$ cat src/rtl/credit_pkg.sv
// rtl/credit_pkg.sv - shared types and helpers for the credit-limited dependent-read chain
package credit_pkg;

    // Bit positions inside the internal error flag vector
    localparam int ERR_MID_OVF = 0;
    localparam int ERR_OUT_OVF = 1;
    localparam int ERR_W       = 2;

    // RAM1 issue engine states
    typedef enum logic [0:0] {
        IDLE  = 1'b0,
        ISSUE = 1'b1
    } eng_state_t;

    // Width needed to hold a count from 0 up to n inclusive
    function automatic int clog2_cnt(input int n);
        return $clog2(n + 1);
    endfunction

endpackage

$ cat src/rtl/cr_sync_fifo.sv
// rtl/cr_sync_fifo.sv - first-word-fall-through synchronous FIFO, power-of-2 depth
module cr_sync_fifo #(
    parameter int WIDTH = 16,
    parameter int DEPTH = 16
) (
    input  logic                         clk,
    input  logic                         reset_n,
    input  logic                         wr_en,
    input  logic [WIDTH-1:0]             wr_data,
    input  logic                         rd_en,
    output logic [WIDTH-1:0]             rd_data,
    output logic                         full,
    output logic                         empty,
    output logic [$clog2(DEPTH+1)-1:0]   count
);

    localparam int AW = $clog2(DEPTH);
    localparam int NW = $clog2(DEPTH + 1);

    logic [WIDTH-1:0] mem [DEPTH];
    logic [AW-1:0]    wr_ptr;
    logic [AW-1:0]    rd_ptr;
    logic             do_wr;
    logic             do_rd;

    // A write into a full FIFO is dropped; the owner flags it as an error
    assign do_wr   = wr_en && !full;
    assign do_rd   = rd_en && !empty;
    assign full    = (count == NW'(DEPTH));
    assign empty   = (count == '0);
    assign rd_data = mem[rd_ptr];

    // Pointer and occupancy tracking; pointers wrap naturally at the power-of-2 depth
    always_ff @(posedge clk) begin
        if (!reset_n) begin
            wr_ptr <= '0;
            rd_ptr <= '0;
            count  <= '0;
        end else begin
            if (do_wr) wr_ptr <= wr_ptr + AW'(1);
            if (do_rd) rd_ptr <= rd_ptr + AW'(1);
            count <= count + NW'(do_wr) - NW'(do_rd);
        end
    end

    // Storage array, no reset needed since occupancy gates visibility
    always_ff @(posedge clk) begin
        if (do_wr) mem[wr_ptr] <= wr_data;
    end

endmodule

$ cat src/rtl/credit_ram_chain.sv
// rtl/credit_ram_chain.sv - two-stage dependent RAM read pipeline with credit flow control
module credit_ram_chain
    import credit_pkg::*;
#(
    parameter int ADDR_W     = 8,
    parameter int DATA_W     = 16,
    parameter int CREDITS    = 16,
    parameter int TLAST_LEN  = 0,
    parameter int RESP_GUARD = 4
) (
    input  logic                            clk,
    input  logic                            reset_n,
    input  logic [ADDR_W-1:0]               s_addr_tdata,
    input  logic                            s_addr_tvalid,
    output logic                            s_addr_tready,
    output logic [ADDR_W-1:0]               ram0_addr,
    output logic                            ram0_read,
    input  logic [DATA_W-1:0]               ram0_data,
    input  logic                            ram0_valid,
    output logic [ADDR_W-1:0]               ram1_addr,
    output logic                            ram1_read,
    input  logic [DATA_W-1:0]               ram1_data,
    input  logic                            ram1_valid,
    output logic [DATA_W-1:0]               m_data_tdata,
    output logic                            m_data_tvalid,
    input  logic                            m_data_tready,
    output logic                            m_data_tlast,
    output logic [clog2_cnt(CREDITS)-1:0]   credit_cnt,
    output logic                            err_overflow
);

    localparam int CW = clog2_cnt(CREDITS);
    localparam int GW = (RESP_GUARD > 0) ? $clog2(RESP_GUARD + 1) : 1;
    localparam int BW = (TLAST_LEN > 1) ? $clog2(TLAST_LEN) : 1;
    localparam logic [BW-1:0] BEAT_LAST = (TLAST_LEN > 0) ? BW'(TLAST_LEN - 1) : '0;

    logic              accept;
    logic              pop;
    logic              resp_ok;
    logic [GW-1:0]     guard_cnt;
    logic [BW-1:0]     beat_cnt;
    logic [ERR_W-1:0]  err_flags;
    eng_state_t        state;

    logic [DATA_W-1:0] mid_head;
    logic              mid_full;
    logic              mid_empty;
    logic              mid_rd;
    logic [CW-1:0]     mid_count;
    logic [DATA_W-1:0] out_head;
    logic              out_full;
    logic              out_empty;
    logic [CW-1:0]     out_count;
    logic              mid_head_unused;

    // Address side: a free credit is the only condition for accepting an address
    assign s_addr_tready = (credit_cnt != '0);
    assign accept        = s_addr_tvalid && s_addr_tready;
    assign ram0_read     = accept;
    assign ram0_addr     = s_addr_tdata;

    // Output side
    assign m_data_tvalid = !out_empty;
    assign m_data_tdata  = out_head;
    assign pop           = m_data_tvalid && m_data_tready;
    assign m_data_tlast  = (TLAST_LEN > 0) && m_data_tvalid && (beat_cnt == BEAT_LAST);
    assign err_overflow  = |err_flags;

    // Engine drains the mid FIFO one entry per cycle whenever it holds data
    assign mid_rd          = !mid_empty;
    assign ram1_read       = (state == ISSUE);
    assign resp_ok         = (guard_cnt == '0);
    assign mid_head_unused = ^(mid_head >> ADDR_W);

    cr_sync_fifo #(
        .WIDTH (DATA_W),
        .DEPTH (CREDITS)
    ) u_mid_fifo (
        .clk     (clk),
        .reset_n (reset_n),
        .wr_en   (ram0_valid && resp_ok),
        .wr_data (ram0_data),
        .rd_en   (mid_rd),
        .rd_data (mid_head),
        .full    (mid_full),
        .empty   (mid_empty),
        .count   (mid_count)
    );

    cr_sync_fifo #(
        .WIDTH (DATA_W),
        .DEPTH (CREDITS)
    ) u_out_fifo (
        .clk     (clk),
        .reset_n (reset_n),
        .wr_en   (ram1_valid && resp_ok),
        .wr_data (ram1_data),
        .rd_en   (pop),
        .rd_data (out_head),
        .full    (out_full),
        .empty   (out_empty),
        .count   (out_count)
    );

    // Blind window after reset so stale RAM responses from before reset are discarded
    always_ff @(posedge clk) begin
        if (!reset_n) begin
            guard_cnt <= GW'(RESP_GUARD);
        end else if (guard_cnt != '0) begin
            guard_cnt <= guard_cnt - GW'(1);
        end
    end

    // Credits: one consumed per accepted address, one returned per delivered beat
    always_ff @(posedge clk) begin
        if (!reset_n) begin
            credit_cnt <= CW'(CREDITS);
        end else begin
            credit_cnt <= credit_cnt - CW'(accept) + CW'(pop);
        end
    end

    // RAM1 issue engine: registered read strobe and address from the mid FIFO head
    always_ff @(posedge clk) begin
        if (!reset_n) begin
            state     <= IDLE;
            ram1_addr <= '0;
        end else if (mid_rd) begin
            state     <= ISSUE;
            ram1_addr <= mid_head[ADDR_W-1:0];
        end else begin
            state     <= IDLE;
        end
    end

    // Packet beat counter for tlast generation
    always_ff @(posedge clk) begin
        if (!reset_n) begin
            beat_cnt <= '0;
        end else if (pop) begin
            beat_cnt <= (beat_cnt == BEAT_LAST) ? '0 : beat_cnt + BW'(1);
        end
    end

    // Sticky overflow flags, only reachable when a RAM answers without a matching read
    always_ff @(posedge clk) begin
        if (!reset_n) begin
            err_flags <= '0;
        end else begin
            if (resp_ok && ram0_valid && mid_full) err_flags[ERR_MID_OVF] <= 1'b1;
            if (resp_ok && ram1_valid && out_full) err_flags[ERR_OUT_OVF] <= 1'b1;
        end
    end

    // Structural invariants of the credit scheme
    always_ff @(posedge clk) begin
        if (reset_n) begin
            assert (credit_cnt <= CW'(CREDITS));
            assert (!(pop && out_empty));
            assert (!(mid_rd && mid_empty));
            assert (int'(mid_count) + int'(out_count) <= CREDITS - int'(credit_cnt));
        end
    end

endmodule

$ cat config.mk
export PLATFORM = sky130hd
export DESIGN_NAME = credit_ram_chain
export DESIGN_NICKNAME = d
export VERILOG_FILES = /design/src/rtl/credit_pkg.sv /design/src/rtl/cr_sync_fifo.sv /design/src/rtl/credit_ram_chain.sv
export SDC_FILE = /design/constraint.sdc
export NUM_CORES = 1
export LEC_CHECK = 0
export BUFFER_PORTS_ARGS = -buffer_cell sky130_fd_sc_hd__buf_2
export CAP_MARGIN = 20
export CORE_MARGIN = 10
export CORE_UTILIZATION = 50
export DETAILED_ROUTE_END_ITERATION = 10
export PLACE_DENSITY = 0.67
export SETUP_SLACK_MARGIN = 0.15
export SLEW_MARGIN = 20
export SYNTH_ARGS = -nofsm -noshare
export SYNTH_HDL_FRONTEND = slang
export SYNTH_SLANG_ARGS = --single-unit
$ cat constraint.sdc
create_clock -name clk -period 7.5 [get_ports clk]
set_input_delay 0 -clock clk [delete_from_list [all_inputs] [get_ports clk]]
set_output_delay 0 -clock clk [all_outputs]
set_load 0.01 [all_outputs]
==> results.yml <==
layout:
  fin_area_sq_mm: 0.0198
  register_area_sq_mm: 0.0125
  drive_gt1_share_pct: 26.4
  syn_to_final_growth_pct: 15.0
  multiInputGateArea_sq_mm: 0.00433
  fin_nets: 1043
  n_fill_cell: 2372
  diodes: 0
power_and_ir_drop:
  power_mw: 6.35
  leakagePower_nw: 6.54
  peakVddDrop_mv: 0.223
  cellPowerDensity_mw_per_mm2: 321
logic_synthesis:
  synthFlopType: "edfxtp_1"
  yosysSeqAreaShare_pct: 72.7
  yosysUniqueCellTypes: 43
  ys_seq_elements: 433
  async_flop_share_pct: 0
  syn-mean-instance-area_sq_um: 20.2
  mappedNetlistArea_sq_mm: 0.0172
  synth_fp_nets: 931
  syn_inst: 853
  synth_edf_count: 384
  yosysWarnings: 0
sta:
  tns_ps: 0
  slew_headroom_pct: 33.2
  worst_slack_ps: 4430
  setup_viol: 0
  fmax_mhz: 325
  period_needed_ps: 3070
  final_hold_viol_count: 0
  rsz0062_at_grt: "false"
  holdWs_ps: 0.0145
  drv_slew: 0
  fin_skew_ps: 20.3
  tightest_slew_ps: 997
  post-route-period-util_pct: 41.0
worst_setup_path:
  reg2reg_slack_ps: 4430
  cp_max_fo: 17
  crit_family: "adder cells"
  path_cells: "inv_1, ha_1, or4b_1, ha_1, inv_1, ha_1, fa_1, a21oi_1, o21bai_1, xnor2_1, nor2_1"
  r2r_end: "u_mid_fifo.count[4]"
  required_ps: 7930
  start_kind: "register"
  slowest_delay_ps: 780
  worstSetupEndpointType: "register"
  cp_slowest_cell: "or4b_1"
  critPathBufInv: 2
  rr_worst_depth: 11
  worstSetupPathType: "reg -> reg"
  path_common_cell: "ha_1"
  reg2reg_from: "u_mid_fifo.count[3]"
  arrival_ps: 3500
clocking:
  cts_buffers: 44
  cts-root-buf: "clkbuf_16"
  clk_path_buf_depth: 3
  cts_tree: "yes"
  h-tree-depth: 2
  clock_latency_ps: 550
  cts_resized: 0
  clk_pin_slew_ps: 60
  cts_sinks: 433
global_route:
  grt_pass1_vias: 8486
  grt_pass1_wl_um: 50900
  gr-total-overflow: 0
  track_usage_pct: 15.9
  antenna_found_initial: 0
  grt_max_degree: 65
floorplanning:
  io_pins: 89
  initial_utilization_pct: 50.9
  core-area_sq_mm: 0.0338
  dieWidth_um: 206
  die_y_um: 206
  placementRows: 67
  design.die.area_sq_mm: 0.0422
outcome:
  status: "completed"
route:
  wl_per_cell_um: 22.7
  drt_pass1_iterations: 5
  routed_wl_um: 32900
  vias: 8080
  vias_per_cell: 5.58
  drc_errors: 0
  drt_iter0_drc: 510
  ant_nets: 0
placed_design:
  placed_area_sq_mm: 0.0180
  dpl.hpwl_um: 19200
  gp_congestion: 0.728
  place_ws_ps: 4380
  portBuffers: 63
run:
  drv_cap: 0
worst_hold_path:
  worstHoldPathCells: 0
  worstHoldStart: "s_addr_tdata[6]"
  hold_path.class: "in -> out"
  hold_path_end: "ram0_addr[6]"
sequential cells by signal, indices dropped and copies added, names as in the netlist, named ones only:
name / flops
u_out_fifo.mem: 256
u_out_fifo.wr_ptr: 4
err_flags: 2
u_mid_fifo.count: 5
u_mid_fifo.rd_ptr: 4
u_out_fifo.rd_ptr: 4
guard_cnt: 3
credit_cnt: 5
ram1_read: 1
ram1_addr: 8
u_mid_fifo.mem: 128
u_out_fifo.count: 5
u_mid_fifo.wr_ptr: 4
metrics by stage:
step                      instances  utilization (%)
after floorplan                 853                -
after global placement         1338             53.3
after detailed placement       1338             53.3
after CTS                      1448             58.5
after global routing           1449             58.6
final                          1449             58.6
repair_timing:
action / in CTS / in global routing
setup buffers: 0 / 0
endpoints found under the setup margin: 0 / 0
hold buffers: 28 / 0
endpoints found under the hold margin: 413 / 0
kinds of logic after synthesis:
group,synth area share [%]
compound gates,1.35
other cells,0.0218
flops,72.7
xor+xnor,1.22
buf+inv,2.41
mux,16.4
fa+ha+maj,2.46
simple gates,3.40
report_power, final:
part           internal, mW  total [mW]  switching, mW  leakage (nW)
Sequential             2.73        2.88          0.145          3.86
Combinational         0.683        1.28          0.595          1.95
Clock                  1.31        2.19          0.880         0.729
Total                  4.73        6.35           1.62          6.54
cells in the final DEF, fill, tap and decap left out, types with 7 or more instances in the layout:
cell	count
mux4_1	30
o21ai_0	10
inv_1	25
mux2i_1	18
clkbuf_16	44
nand2_1	13
nor2_1	44
a21oi_1	15
ha_1	29
a221oi_1	7
edfxtp_1	384
dfxtp_1	44
mux4_2	82
xor2_1	8
buf_2	63
clkinv_2	10
clkbuf_1	11
nor2_2	12
xnor2_1	16
nor3_1	7
buf_4	23
nand3_1	8
dlygate4sd3_1	28
and2_1	7
worst max-delay path by stage:
stage                         from                   to  depth (start not counted)
3_5_place_dp   u_mid_fifo.count[2]  u_mid_fifo.count[4]                         11
6_report       u_mid_fifo.count[3]  u_mid_fifo.count[4]                         11
4_1_cts                   register     m_data_tdata[15]                          4
3_3_place_gp   u_mid_fifo.count[3]  u_mid_fifo.count[4]                         11
2_1_floorplan        credit_cnt[3]        credit_cnt[4]                         12
5_1_grt        u_mid_fifo.count[3]  u_mid_fifo.count[4]                         11
synthesized netlist by cell type (3+ instances only):
master    count  area [sq um]
buf_6         6          67.6
o21ai_0      10          50.1
mux4_2       82          1850
a221oi_1      7          61.3
inv_1        25          93.8
a21o_1        3          22.5
clkbuf_1     10          37.5
buf_2        11          55.1
fa_1          3          60.1
buf_4        18           135
xnor2_1      16           140
nor3_1       11          55.1
dfxtp_1      49           981
mux2i_1      18           180
ha_1         29           363
and2_1        7          43.8
edfxtp_1    384         11500
nor2_1       56           210
nand2_1      13          48.8
mux4_1       30           788
nor2b_1       3          18.8
nand2b_1      5          31.3
nand3_1       8          40.0
a21oi_1      15          75.1
xor2_1        8          70.1
per-layer routing:
metal,vias up,wire length (um),track usage [%],share of wire (%)
li1,3665,-,-,-
met1,4163,13300,19.6,40
met2,205,17500,28.5,53
met3,47,1410,2.66,4.3
met4,0,671,4.38,2.0
met5,-,0,0,0
cell type report:
cell class / count / share of cell area, %
clock buffer: 60 / 6.12
clock inverter: 22 / 1.37
inverter: 25 / 0.474
multi-input combinational: 345 / 21.9
sequential: 433 / 63.3
tap: 448 / 2.83
timing repair buffer: 116 / 4.02
No activity file was read; power rests on OpenSTA's default activity.
